### src/rtl/i2c_pkg.sv
// Shared types and constants for the command-level I2C master.
// Provides the transaction state encoding, quarter/bit counts per byte and the
// R/W bit values, plus small state-classification helpers.
package i2c_pkg;

  typedef enum logic [3:0] {
    ST_IDLE,
    ST_START,
    ST_ADDR_W,
    ST_REG,
    ST_WDATA,
    ST_RSTART,
    ST_ADDR_R,
    ST_RDATA,
    ST_STOP,
    ST_DONE
  } state_t;

  localparam int QTR_PER_BIT   = 4;
  localparam int BITS_PER_BYTE = 9;  // 8 data bits + ACK slot

  localparam logic RW_WRITE = 1'b0;
  localparam logic RW_READ  = 1'b1;

  // States that shift a 9-bit byte (data + ACK) on the bus.
  function automatic logic is_byte_state(input state_t st);
    return (st == ST_ADDR_W) || (st == ST_REG) || (st == ST_WDATA) ||
           (st == ST_ADDR_R) || (st == ST_RDATA);
  endfunction

  // Byte states where the slave owns the ACK slot and a high level aborts.
  function automatic logic is_ack_checked(input state_t st);
    return (st == ST_ADDR_W) || (st == ST_REG) || (st == ST_WDATA) ||
           (st == ST_ADDR_R);
  endfunction

endpackage

### src/rtl/i2c_qtr_tick.sv
// SCL quarter-period timebase: one-cycle tick every DIV clocks, restartable.
// Latency: first tick DIV cycles after clr. Ports: clk_50M, rst, clr, hold, tick.
// Backpressure: with I2C_CLK_STRETCH_EN defined, hold freezes the count (slave stretch).
module i2c_qtr_tick
  import i2c_pkg::*;
#(
  parameter int DIV = 125
) (
  input  logic clk_50M,
  input  logic rst,
  input  logic clr,
  input  logic hold,
  output logic tick
);

  localparam int CW = 10;
  localparam logic [CW-1:0] TERM = CW'(DIV - 1);

  logic [CW-1:0] cnt;
  logic          freeze;

`ifdef I2C_CLK_STRETCH_EN
  assign freeze = hold;
`else
  logic unused_hold;
  assign unused_hold = hold;
  assign freeze      = 1'b0;
`endif

  assign tick = (cnt == TERM) && !freeze;

  always_ff @(posedge clk_50M) begin
    if (rst || clr) begin
      cnt <= '0;
    end else if (!freeze) begin
      cnt <= (cnt == TERM) ? '0 : cnt + CW'(1);
    end
  end

endmodule

### src/rtl/i2c_master_ctrl.sv
// Command-level I2C master: one single-byte register write or read per command.
// Latency: write 116*DIV+1, read 156*DIV+1 cycles from accept to rsp_valid.
// Backpressure: cmd_ready only in IDLE; I2C_CLK_STRETCH_EN lets the slave stretch SCL in Q2.
// Ports: cmd_* request (valid/ready), rsp_* one-cycle response, busy,
// scl_oe/sda_oe open-drain pull-downs, scl_in/sda_in pad levels.
module i2c_master_ctrl
  import i2c_pkg::*;
#(
  parameter logic [6:0] DEV_ADDR = 7'h50,
  parameter int         DIV      = 125
) (
  input  logic       clk_50M,
  input  logic       rst,
  input  logic       cmd_valid,
  output logic       cmd_ready,
  input  logic       cmd_rw,
  input  logic [7:0] cmd_reg,
  input  logic [7:0] cmd_wdata,
  output logic       rsp_valid,
  output logic [7:0] rsp_rdata,
  output logic       rsp_nack,
  output logic       busy,
  output logic       scl_oe,
  output logic       sda_oe,
  input  logic       scl_in,
  input  logic       sda_in
);

  state_t     state;
  logic [1:0] qtr;
  logic [3:0] bit_idx;
  logic       rw_q;
  logic [7:0] reg_q;
  logic [7:0] wdata_q;
  logic [7:0] rdata_q;
  logic       nack_q;

  logic       tick;
  logic       accept;
  logic       stretch_hold;

  state_t     nxt_state;
  logic [1:0] nxt_qtr;
  logic [3:0] nxt_bit;
  logic [7:0] tx_byte;
  logic [1:0] nxt_drive;

  assign accept       = (state == ST_IDLE) && cmd_valid;
  // Slave is holding SCL low after we released it in the high phase.
  assign stretch_hold = is_byte_state(state) && (qtr == 2'd2) && !scl_in;

  i2c_qtr_tick #(.DIV(DIV)) u_tick (
    .clk_50M (clk_50M),
    .rst     (rst),
    .clr     (accept),
    .hold    (stretch_hold),
    .tick    (tick)
  );

  // Returns {scl_oe, sda_oe} for a given bus position.
  function automatic logic [1:0] bus_drive(input state_t st, input logic [1:0] q,
                                           input logic [3:0] b, input logic [7:0] tx);
    logic [1:0] d;
    d = 2'b00;
    case (st)
      ST_START: begin
        if (q == 2'd2)      d = 2'b01;
        else if (q == 2'd3) d = 2'b11;
      end
      // SCL is pulled low first so SDA can rise without forming a STOP.
      ST_RSTART: begin
        case (q)
          2'd0:    d = 2'b10;
          2'd1:    d = 2'b00;
          2'd2:    d = 2'b01;
          default: d = 2'b11;
        endcase
      end
      ST_STOP: begin
        case (q)
          2'd0:    d = 2'b11;
          2'd3:    d = 2'b00;
          default: d = 2'b01;
        endcase
      end
      ST_ADDR_W, ST_REG, ST_WDATA, ST_ADDR_R, ST_RDATA: begin
        d[1] = (q < 2'd2);
        // ACK slot and received data bits leave SDA released.
        if ((b < 4'd8) && (st != ST_RDATA)) d[0] = ~tx[3'd7 - b[2:0]];
      end
      default: d = 2'b00;
    endcase
    return d;
  endfunction

  // Position of the bus after the next quarter tick.
  always_comb begin
    nxt_state = state;
    nxt_qtr   = qtr + 2'd1;
    nxt_bit   = bit_idx;
    if (qtr == 2'd3) begin
      nxt_qtr = 2'd0;
      if (is_byte_state(state)) begin
        if (bit_idx == 4'(BITS_PER_BYTE - 1)) begin
          nxt_bit = 4'd0;
          if (nack_q) begin
            nxt_state = ST_STOP;
          end else begin
            case (state)
              ST_ADDR_W: nxt_state = ST_REG;
              ST_REG:    nxt_state = (rw_q == RW_READ) ? ST_RSTART : ST_WDATA;
              ST_ADDR_R: nxt_state = ST_RDATA;
              default:   nxt_state = ST_STOP;
            endcase
          end
        end else begin
          nxt_bit = bit_idx + 4'd1;
        end
      end else begin
        nxt_bit = 4'd0;
        case (state)
          ST_START:  nxt_state = ST_ADDR_W;
          ST_RSTART: nxt_state = ST_ADDR_R;
          ST_STOP:   nxt_state = ST_DONE;
          default:   nxt_state = ST_IDLE;
        endcase
      end
    end
  end

  always_comb begin
    case (nxt_state)
      ST_ADDR_W: tx_byte = {DEV_ADDR, RW_WRITE};
      ST_REG:    tx_byte = reg_q;
      ST_WDATA:  tx_byte = wdata_q;
      ST_ADDR_R: tx_byte = {DEV_ADDR, RW_READ};
      default:   tx_byte = 8'h00;
    endcase
    nxt_drive = bus_drive(nxt_state, nxt_qtr, nxt_bit, tx_byte);
  end

  always_ff @(posedge clk_50M) begin
    if (rst) begin
      state     <= ST_IDLE;
      qtr       <= 2'd0;
      bit_idx   <= 4'd0;
      rw_q      <= RW_WRITE;
      reg_q     <= 8'h00;
      wdata_q   <= 8'h00;
      rdata_q   <= 8'h00;
      nack_q    <= 1'b0;
      cmd_ready <= 1'b1;
      busy      <= 1'b0;
      rsp_valid <= 1'b0;
      rsp_rdata <= 8'h00;
      rsp_nack  <= 1'b0;
      scl_oe    <= 1'b0;
      sda_oe    <= 1'b0;
    end else begin
      rsp_valid <= 1'b0;
      case (state)
        ST_IDLE: begin
          if (cmd_valid) begin
            rw_q      <= cmd_rw;
            reg_q     <= cmd_reg;
            wdata_q   <= cmd_wdata;
            rdata_q   <= 8'h00;
            nack_q    <= 1'b0;
            qtr       <= 2'd0;
            bit_idx   <= 4'd0;
            state     <= ST_START;
            cmd_ready <= 1'b0;
            busy      <= 1'b1;
            scl_oe    <= 1'b0;
            sda_oe    <= 1'b0;
          end
        end
        ST_DONE: begin
          state     <= ST_IDLE;
          cmd_ready <= 1'b1;
          busy      <= 1'b0;
          rsp_valid <= 1'b1;
          rsp_nack  <= nack_q;
          rsp_rdata <= ((rw_q == RW_READ) && !nack_q) ? rdata_q : 8'h00;
        end
        default: begin
          if (tick) begin
            // SDA is sampled on the tick that ends the first SCL-high quarter.
            if (qtr == 2'd2) begin
              if (is_ack_checked(state) && (bit_idx == 4'd8) && sda_in)
                nack_q <= 1'b1;
              if ((state == ST_RDATA) && (bit_idx < 4'd8))
                rdata_q <= {rdata_q[6:0], sda_in};
            end
            state   <= nxt_state;
            qtr     <= nxt_qtr;
            bit_idx <= nxt_bit;
            scl_oe  <= nxt_drive[1];
            sda_oe  <= nxt_drive[0];
          end
        end
      endcase
    end
  end

endmodule
### config.mk
export PLATFORM = sky130hd
export DESIGN_NAME = i2c_master_ctrl
export DESIGN_NICKNAME = d
export VERILOG_FILES = /design/src/rtl/i2c_pkg.sv /design/src/rtl/i2c_qtr_tick.sv /design/src/rtl/i2c_master_ctrl.sv
export SDC_FILE = /design/constraint.sdc
export NUM_CORES = 1
export LEC_CHECK = 0
export BUFFER_PORTS_ARGS = -buffer_cell sky130_fd_sc_hd__buf_2
export CORE_ASPECT_RATIO = 0.8
export CORE_MARGIN = 3
export CORE_UTILIZATION = 63
export CTS_BUF_LIST = sky130_fd_sc_hd__clkbuf_16
export CTS_CLUSTER_SIZE = 16
export DETAILED_ROUTE_END_ITERATION = 7
export GPL_ROUTABILITY_DRIVEN = 0
export GPL_TIMING_DRIVEN = 0
export PLACE_DENSITY = 0.95
export REMOVE_ABC_BUFFERS = 1
export SLEW_MARGIN = 20
export SYNTH_ARGS = -nofsm -noshare
export SYNTH_HDL_FRONTEND = slang
export SYNTH_HIERARCHICAL = 1
export SYNTH_SLANG_ARGS = --single-unit
### constraint.sdc
create_clock -name clk_50M -period 7.09 [get_ports clk_50M]
set_input_delay 1.0635 -clock clk_50M [delete_from_list [all_inputs] [get_ports clk_50M]]
set_output_delay 1.0635 -clock clk_50M [all_outputs]
set_load 0.01 [all_outputs]
Word level (Yosys, flattened, before mapping)
Index checks and enable logic that the tools add are counted.
{ "op_classes": {"n_addsub": 4, "n_mul": 0, "div": 0, "order_cmp": 4, "n_eq_ne": 26, "shift": 0, "mux": 48, "bitwise_logic": 2, "reduce_logical": 28} }
{ "op_table": {"columns": ["cell", "count"], "rows": [
  ["$mux 4", 11],
  ["$mux 8", 5],
  ["$eq 4x3->1 const B", 8],
  ["$pmux 8 s4", 1],
  ["$pmux 4 s3", 2],
  ["$eq 4x2->1 const B", 4],
  ["$eq 4x4->1 const B", 4],
  ["$pmux 4 s2", 2],
  ["$pmux 8 s2", 1],
  ["$mux 1", 11],
  ["$add 10x1->10 const B", 1],
  ["$eq 10x7->1 const B", 1],
  ["$mux 2", 5],
  ["$pmux 1 s2", 5],
  ["$reduce_and 5->1", 2],
  ["$reduce_bool 2->1", 5],
  ["$eq 2x2->1 const B", 4],
  ["$eq 4x1->1 const B", 2],
  ["$lt 4x4->1 const B", 2],
  ["$pmux 2 s2", 2],
  ["$pmux 2 s4", 1],
  ["$logic_and 1x1->1", 6],
  ["$pmux 2 s3", 1],
  ["$reduce_and 2->1", 3],
  ["18 further kinds", 23]
]} }
{ "totals": {"reg_bits": 60, "latchBits": 0, "ram_bits": 0, "romBits": 0, "inputBits": 22, "out_inout_bits": 14, "n_memories": 0} }

Depth between registers and ports, before layout
Gate-level depths: netlist (run 1).
{ "depth": {"depth_word": 16, "mapped_depth": 10} }

Cells and area by module
Netlist (run 1), hierarchy kept.
{ "modules_own_cells": {"columns": ["mod", "n_inst", "cells_each", "area_per_inst_um2"], "rows": [
  ["i2c_master_ctrl", 1, 341, 2662.6],
  ["i2c_qtr_tick", 1, 51, 466.7]
]} }

Worst setup path after synthesis (run 1)
No wires, ideal clock.
{ "synth_timing": {"path_kind": "in2reg", "start": "input cmd_valid", "end": "register u_tick.cnt[7]", "setup_time_ns": 0.070, "arrival_time_ns": 2.464, "required_ns": 7.020, "setup_slack_ns": 4.556, "stages": 7, "path_buffers": 3, "path_cell_list": "nand2_1 clkbuf_1 clkinv_1 clkbuf_1 a311o_1 buf_2 a21oi_1"} }
{ "synth_between": {"elab_chain_len": 3} }
{ "synth_lines": {"columns": ["element", "line", "source"], "rows": [
  ["from (decl)", "i2c_master_ctrl.sv:14", "input logic cmd_valid,"],
  ["$logic_and 1x1->1", "i2c_master_ctrl.sv:48", "assign accept = (state == ST_IDLE) && cmd_valid;"],
  ["named net accept", "i2c_master_ctrl.sv:39", "logic accept;"],
  ["$logic_or 1x1->1", "i2c_qtr_tick.sv:33", "if (rst || clr) begin"],
  ["$reduce_or 2->1 (no source line)", null, null],
  ["to (signal assigned)", "i2c_qtr_tick.sv:36", "cnt <= (cnt == TERM) ? '0 : cnt + CW'(1);"],
  ["to (decl)", "i2c_qtr_tick.sv:19", "logic [CW-1:0] cnt;"]
]} }
The timed path passes the listed nets, and every way through them passes these cells.
A chain may end at the register's enable or synchronous reset.

Worst setup path after layout (run 1)
{ "layout_timing": {"start": "register state[0]", "end": "register rdata_q[0]"} }
{ "layout_between": {"elab_chain_len": 4, "elab_cells_between_ends": 11, "classes_between": "3 x eq/ne; 1 x mux; 1 x bitwise; 6 x reduce/logical"} }
{ "layout_lines": {"columns": ["element", "line", "source"], "rows": [
  ["from (decl)", "i2c_master_ctrl.sv:29", "state_t state;"],
  ["from (signal assigned)", "i2c_master_ctrl.sv:195", "state <= nxt_state;"],
  ["$eq 4x3->1", "i2c_master_ctrl.sv:192", "if ((state == ST_RDATA) && (bit_idx < 4'd8))"],
  ["$logic_and 1x1->1", "i2c_master_ctrl.sv:192", null],
  ["$reduce_bool 2->1 (no source line)", null, null],
  ["$reduce_and 5->1 (no source line)", null, null],
  ["to (signal assigned)", "i2c_master_ctrl.sv:193", "rdata_q <= {rdata_q[6:0], sda_in};"],
  ["to (decl)", "i2c_master_ctrl.sv:35", "logic [7:0] rdata_q;"]
]} }
Several ways; a longest one is shown, not always the timed one.

==> results of run 1 <==
==> worst min-delay path: stages (launching register included) <==
cell	delay, ns
dfxtp_1	0.30
nand2_1	0.05
a21oi_1	0.05
==> state kept, by name (all words and copies together) (netlist names), 2 cells and up <==
signal      count
u_tick/cnt     10
rdata_q         8
reg_q           8
rsp_rdata       8
wdata_q         8
bit_idx         4
state           4
qtr             2
==> layout by cell type, fill, tap and decap left out, drive strengths merged, types with 2 or more instances in the layout <==
master    n
dfxtp    60
buf      34
nand3b    2
nor3      3
nor3b     3
and3b     2
nand2b    2
nor2b     8
o2111ai   3
xor2      3
clkinv    4
and3      3
o31ai     4
a221oi    4
o21ai    13
a21oi    52
ha        7
or3       4
o211ai    6
xnor2     2
a211oi    3
a22oi     4
a211o     3
bufinv    2
and2      2
nor4      6
nand3    28
a21o      2
clkbuf    9
nand2    68
nor2     36
a31oi     3
inv      15
==> cell type report <==
| class | count | area [µm²] |
|---|---|---|
| tap | 60 | 75.1 |
| clock buffer | 9 | 225 |
| fill | 312 | 1100 |
| multi-input combinational | 296 | 1770 |
| inverter | 16 | 60.1 |
| clock inverter | 6 | 80.1 |
| timing repair buffer | 34 | 170 |
| sequential | 60 | 1200 |
==> worst max-delay path by stage <==
stage               startpoint            end  slack [ns]  cells past startpoint
floorplan            cmd_valid  u_tick/cnt[5]        4.52                      4
global placement     cmd_valid  u_tick/cnt[7]        3.91                      5
detailed placement   cmd_valid  u_tick/cnt[5]        3.83                      5
CTS                   state[0]     rdata_q[5]        3.78                      8
global route          state[0]     rdata_q[0]        3.41                      8
finish                state[0]     rdata_q[0]        3.61                      8
==> metal layers <==
metal | GRT usage | share of wire | vias up
met5 | 0 | 0 | -
met4 | 0.174 | 0.048 | 0
met3 | 0.122 | 0.10 | 53
met2 | 0.435 | 0.45 | 204
met1 | 0.337 | 0.40 | 1444
li1 | - | - | 1439
==> stage by stage <==
step	util	area, µm²	hold slack [ns]	instances	worst slack [ns]
after global placement	0.700	3280	0.436	466	3.91
after detailed placement	0.700	3280	0.443	466	3.83
after CTS	0.765	3580	0.450	481	3.78
after global routing	0.765	3580	0.466	481	3.41
final	0.765	3580	0.450	481	3.61
after floorplan	-	3030	0.425	372	4.52
==> power by group <==
part | total (W) | internal [W] | switching [W] | leakage [nW]
clock | 0.000454 | 0.000302 | 0.000152 | 0.146
combinational | 0.0000530 | 0.0000175 | 0.0000355 | 0.731
sequential | 0.000354 | 0.000347 | 0.00000718 | 0.487
total | 0.000861 | 0.000666 | 0.000195 | 1.36
==> impl_metrics.tcl, run 1 <==
set metrics [dict create \
    outcome "complete, no violations" \
    cp.required_ns 7.33 \
    crit_buf_inv 0 \
    startpoint_type "register" \
    cts_buffers 9 \
    crit_family "simple AND/OR/NAND/NOR gates" \
    cp_cell_sequence "or3_1, nor2_1, nand2_1, nand2_1, nand2_2, a211oi_2, nand3_1, a21oi_1" \
    dieArea_um2 5840 \
    clk_pin_slew_ns 0.06 \
    setup_viol 0 \
    rows 22 \
    coreArea_um2 4680 \
    die_h_um 69.0 \
    drive_above_1_share 0.169 \
    skew_ns 0.0110 \
    critPathKind "reg2reg" \
    grt_pass1_wl_um 12900 \
    drc 0 \
    htree_levels 3 \
    antenna_found_initial 0 \
    worst_slew_pin_slew_ns 0.928 \
    first_pass_iters 8 \
    min_to "rsp_rdata[3]" \
    io_pins 36 \
    grt_start_max_net_pins 54 \
    via_per_inst 6.53 \
    slowest_delay_ns 0.58 \
    syn_inst 391 \
    r2r_start "state[0]" \
    area_delta_synth_final_pct 14.7 \
    start_util 0.667 \
    slew_headroom 0.381 \
    rsz0062_at_grt "false" \
    ir_worst_vdd_mv 0.224 \
    layout_min_cycle_time_ns 3.48 \
    reg2reg_to "rdata_q[0]" \
    cts_tree "built" \
    track_usage 0.285 \
    grt_pass1_vias 2735 \
    period_share 0.491 \
    gr-total-overflow 0 \
    via_count 3140 \
    p_leak_nw 1.36 \
    finalSetupTns_ns 0 \
    dpl.hpwl_um 4960 \
    die_w_um 84.7 \
    antenna_left 0 \
    clock_path_buffers 2 \
    slew_violations 0 \
    yosysWarnings 6 \
    reg2regPathDepth 8 \
    hold_viol_final 0 \
    cp_max_fo 20 \
    maxCapViolations 0 \
    endpoint_kind "register" \
    crit_top_cell "nand2_1" \
    fmaxAchievable_mhz 287 \
    cts_resized 0 \
    min_path_type "reg2reg" \
    post-cts-setup-buffers 0 \
    crit_slowest_cell "a211oi_2" \
    crit_arrival_ns 3.72 \
    drt_iter0_drc 440 \
    synth_area_um2 3120 \
    worstSkewPairLatency_ns 0.33 \
    ctsHoldBuffers 0 \
    power.total_w 0.000861 \
    cts_root_buf "clkbuf_16" \
    avgSynthCellArea_um2 7.98 \
    cts_sinks 60 \
    diodes 0 \
    p_per_area_nw_per_um2 240 \
    hp-start "rsp_rdata[3]" \
    wl_per_cell_um 17.0 \
    routed_wl_um 8160 \
    ff2ff_setup_slack_ns 3.61 \
    final_nets 446 \
    min_path_cells 2 \
    numPortBuffers 34 \
]
Power figures use the tool's default switching activity.
==> run 2, diff against run 1 <==
--- a/config.mk
+++ b/config.mk
@@ -8,13 +8,13 @@
 export BUFFER_PORTS_ARGS = -buffer_cell sky130_fd_sc_hd__buf_2
 export CORE_ASPECT_RATIO = 0.8
 export CORE_MARGIN = 3
-export CORE_UTILIZATION = 63
+export CORE_UTILIZATION = 58
 export CTS_BUF_LIST = sky130_fd_sc_hd__clkbuf_16
 export CTS_CLUSTER_SIZE = 16
 export DETAILED_ROUTE_END_ITERATION = 7
 export GPL_ROUTABILITY_DRIVEN = 0
 export GPL_TIMING_DRIVEN = 0
-export PLACE_DENSITY = 0.95
+export PLACE_DENSITY = 0.89
 export REMOVE_ABC_BUFFERS = 1
 export SLEW_MARGIN = 20
 export SYNTH_ARGS = -nofsm -noshare
==> constraint.sdc (replaced) <==
create_clock -name clk_50M -period 3.5 [get_ports clk_50M]
set_input_delay 0.525 -clock clk_50M [delete_from_list [all_inputs] [get_ports clk_50M]]
set_output_delay 0.525 -clock clk_50M [all_outputs]
set_load 0.01 [all_outputs]
==> impl_metrics.tcl, run 2 (synthesis results as in run 1) <==
set metrics [dict create \
    via_per_inst 6.17 \
    drc 0 \
    cp_max_fo 20 \
    reg2regPathDepth 8 \
    crit_arrival_ns 3.49 \
    top_register "u_tick/cnt" \
    cp.required_ns 3.75 \
    die_w_um 88.0 \
    final_common_cell "nand2_1" \
    p_per_area_nw_per_um2 487 \
    final_area_um2 3600 \
    rows 23 \
    fin_hold_ws_ns 0.434 \
    worstSkewPairLatency_ns 0.33 \
    drive_above_1_share 0.173 \
    final_nets 446 \
    cts_root_buf "clkbuf_16" \
    antenna_found_initial 0 \
    cts_sinks 60 \
    cts_buffers 9 \
    dieArea_um2 6300 \
    endpoint_kind "register" \
    outcome "complete, no violations" \
    grt_pass1_vias 2744 \
    place_area_um2 3280 \
    ff2ff_setup_slack_ns 0.26 \
    startpoint_type "register" \
    reg2reg_to "rdata_q[0]" \
    start_util 0.613 \
    min_path_type "in2reg" \
    setup_viol 0 \
    grt_pass1_wl_um 13000 \
    cts_resized 0 \
    antenna_left 0 \
    clock_path_buffers 2 \
    crit_top_cell "nand2_1" \
    cts_tree "built" \
    ctsHoldBuffers 0 \
    period_share 0.925 \
    largest_reg_flops 10 \
    grt_start_max_net_pins 54 \
    die_h_um 71.6 \
    slew_headroom 0.371 \
    hp-start "cmd_rw" \
    maxCapViolations 0 \
    rsz0062_at_grt "true" \
    dpl.hpwl_um 5010 \
    min_to "rw_q" \
    slowest_delay_ns 0.55 \
    cp_cell_sequence "or3_1, nor2_1, nand2_1, nand2_1, nand2_2, a211oi_2, nand3_1, a21oi_1" \
    clk_pin_slew_ns 0.05 \
    r2r_start "state[1]" \
    worst_slew_pin_slew_ns 0.944 \
    gr-total-overflow 0 \
    min_path_cells 3 \
    slew_violations 0 \
    drt_iter0_drc 373 \
    numPortBuffers 34 \
    area_delta_synth_final_pct 15.2 \
    io_pins 36 \
    crit_slowest_cell "a211oi_2" \
    first_pass_iters 7 \
    hold_viol_final 0 \
    via_count 2984 \
    skew_ns 0.00455 \
    routed_wl_um 7760 \
    coreArea_um2 5090 \
    p_leak_nw 1.37 \
    post-cts-setup-buffers 0 \
    track_usage 0.264 \
    wl_per_cell_um 16.0 \
    htree_levels 3 \
    layout_common_cells "66 x nand2_1, 60 x dfxtp_1, 49 x a21oi_1, 35 x nor2_1, 34 x buf_2" \
    fmaxAchievable_mhz 309 \
    ir_worst_vdd_mv 0.438 \
    layout_min_cycle_time_ns 3.24 \
    diodes 0 \
    critPathKind "reg2reg" \
]
## run 2: final cells by class
cell class,instances,area (µm²)
clock inverters,7,92.6
well taps,62,77.6
flip-flops and latches,60,1200
clock buffers,9,225
multi-input cells,296,1770
fillers,392,1500
inverters,16,60.1
repair buffers,34,170
## run 2: per-stage QoR
stage	TNS [ns]	std cells	setup slack, ns	total power [W]	utilization
after detailed placement	0	468	0.324	0.000833	0.644
after global routing	-0.0214	484	-0.0214	0.00181	0.706
after CTS	0	484	0.321	0.00176	0.706
final	0	484	0.262	0.00175	0.706
after floorplan	0	372	1.10	0.000790	-
after global placement	0	468	0.472	0.000829	0.644
## run 2: worst max-delay path by stage
| stage | startpoint | endpoint | slack, ns | depth (start not counted) |
|---|---|---|---|---|
| floorplan | state[0] | rdata_q[0] | 1.10 | 8 |
| CTS | state[2] | u_tick/cnt[5] | 0.32 | 6 |
| detailed placement | state[2] | u_tick/cnt[5] | 0.32 | 6 |
| global route | state[1] | u_tick/cnt[5] | -0.02 | 6 |
| global placement | state[2] | u_tick/cnt[5] | 0.47 | 6 |
| finish | state[1] | rdata_q[0] | 0.26 | 8 |
## run 2: report_power, final
group          leakage (nW)  switching, W  total (W)  internal [W]
combinational         0.731     0.0000700   0.000106     0.0000356
sequential            0.487     0.0000146   0.000716      0.000702
clock                 0.153      0.000310   0.000929      0.000619
## run 2: critical path, delay by kind of cell, from the launching register on
kind | cells | cell delay (ns)
DFF | 1 | 0.44
and+or+nand+nor | 6 | 1.99
AOI/OAI and AO/OA | 2 | 0.72
## run 2: metal layers
metal | global-route usage | part of all wire
met1 | 0.354 | 0.44
met2 | 0.398 | 0.46
met3 | 0.0885 | 0.073
met4 | 0.0940 | 0.023
met5 | 0 | 0
==> run 3, diff against run 2 <==
--- a/config.mk
+++ b/config.mk
@@ -14,6 +14,7 @@
 export DETAILED_ROUTE_END_ITERATION = 7
 export GPL_ROUTABILITY_DRIVEN = 0
 export GPL_TIMING_DRIVEN = 0
+export MAX_ROUTING_LAYER = met4
 export PLACE_DENSITY = 0.89
 export REMOVE_ABC_BUFFERS = 1
 export SLEW_MARGIN = 20
==> impl_metrics.tcl, run 3 (synthesis results as in run 1) <==
set metrics [dict create \
    outcome "complete, no violations" \
    place_area_um2 3280 \
    cts_sinks 60 \
    antenna_found_initial 0 \
    endpoint_kind "register" \
    p_leak_nw 1.37 \
    routed_wl_um 7730 \
    dieArea_um2 6300 \
    setup.worst_path.end "rdata_q[0]" \
    slew_violations 0 \
    die_h_um 71.6 \
    reg2regPathDepth 8 \
    clock_path_buffers 2 \
    area_delta_synth_final_pct 15.2 \
    drt_iter0_drc 363 \
    drc 0 \
    cp.required_ns 3.75 \
    r2r_start "state[0]" \
    timing.final.ws_setup_ns 0.286 \
    final_nets 446 \
    gr-total-overflow 0 \
    start_util 0.613 \
    utilization 0.706 \
    final_common_cell "nand2_1" \
    grt_pass1_wl_um 13000 \
    place_ws_ns 0.324 \
    slew_headroom 0.361 \
    post-cts-setup-buffers 0 \
    die_w_um 88.0 \
    hold_viol_final 0 \
    ir_worst_vdd_mv 0.438 \
    antenna_left 0 \
    grt_pass1_vias 2742 \
    largest_reg_flops 10 \
    diodes 0 \
    cts_tree "built" \
    numPortBuffers 34 \
    dpl.hpwl_um 5010 \
    fmaxAchievable_mhz 311 \
    final_area_um2 3600 \
    grt_start_max_net_pins 54 \
    worst_slew_pin_slew_ns 0.958 \
    ctsHoldBuffers 0 \
    maxCapViolations 0 \
    skew_ns 0.00456 \
    track_usage 0.271 \
    top_register "u_tick/cnt" \
    worstSkewPairLatency_ns 0.33 \
    period_share 0.918 \
    crit_arrival_ns 3.46 \
    drive_above_1_share 0.173 \
    cp_max_fo 20 \
    p_per_area_nw_per_um2 487 \
    wl_per_cell_um 16.0 \
    cts_resized 0 \
    startpoint_type "register" \
    ff2ff_setup_slack_ns 0.29 \
    cts_root_buf "clkbuf_16" \
    critPathKind "reg2reg" \
    io_pins 36 \
    layout_common_cells "66 x nand2_1, 60 x dfxtp_1, 49 x a21oi_1, 35 x nor2_1, 34 x buf_2" \
    cts_buffers 9 \
    finalSetupTns_ns 0 \
    min_path_type "in2reg" \
    layout_min_cycle_time_ns 3.21 \
    clk_pin_slew_ns 0.05 \
    via_count 2987 \
    rows 23 \
    reg2reg_to "rdata_q[0]" \
    coreArea_um2 5090 \
    first_pass_iters 7 \
    htree_levels 3 \
    via_per_inst 6.17 \
    rsz0062_at_grt "true" \
    setup_viol 0 \
    cp-startpoint "state[0]" \
]
## run 3: cell counts in the layout (fill, tap and decap cells not counted)
No cell type changed its count.
## run 3: worst max-delay path: stages, from the launching register on
cell and delay, ns:
dfxtp_1 0.42, or3_1 0.50, nor2_1 0.28, nand2_1 0.52
nand2_1 0.32, nand2_2 0.22, a211oi_2 0.56, nand3_1 0.16
a21oi_1 0.17
## run 3: where the power goes
group | internal, W | switching, W | leakage (nW) | total, W
sequential | 0.000702 | 0.0000145 | 0.487 | 0.000716
clock | 0.000619 | 0.000309 | 0.153 | 0.000928
combinational | 0.0000356 | 0.0000700 | 0.731 | 0.000106
total | 0.00136 | 0.000394 | 1.37 | 0.00175
## run 3: area by class of cell
cell class,count,area (µm²)
Clock buffer,9,225
Clock inverter,7,92.6
Fill cell,392,1500
Inverter,16,60.1
Multi-Input combinational cell,296,1770
Sequential cell,60,1200
Tap cell,62,77.6
Timing Repair Buffer,34,170
## run 3: metrics by stage
stage	hold slack (ns)	cells	power (W)
floorplan	0.425	372	0.000790
global placement	0.438	468	0.000829
detailed placement	0.440	468	0.000833
CTS	0.427	484	0.00176
global route	0.433	484	0.00181
finish	0.436	484	0.00175
## run 3: layer usage
| layer | up-vias | global-route usage | wire (µm) |
|---|---|---|---|
| li1 | 1452 | - | - |
| met1 | 1385 | 0.358 | 3420 |
| met2 | 128 | 0.397 | 3550 |
| met3 | 22 | 0.0770 | 580 |
| met4 | 0 | 0.0990 | 171 |
| met5 | - | - | 0 |
## run 3: worst min-delay path by stage
stage / start / endpoint / slack [ns] / depth (start not counted)
final: cmd_wdata[2] / wdata_q[2] / 0.44 / 3
after global routing: cmd_wdata[7] / wdata_q[7] / 0.43 / 3
after CTS: cmd_rw / rw_q / 0.43 / 3
after detailed placement: rsp_rdata[5] / rsp_rdata[5] / 0.44 / 2
after global placement: rsp_rdata[5] / rsp_rdata[5] / 0.44 / 2
after floorplan: reg_q[0] / reg_q[0] / 0.43 / 2
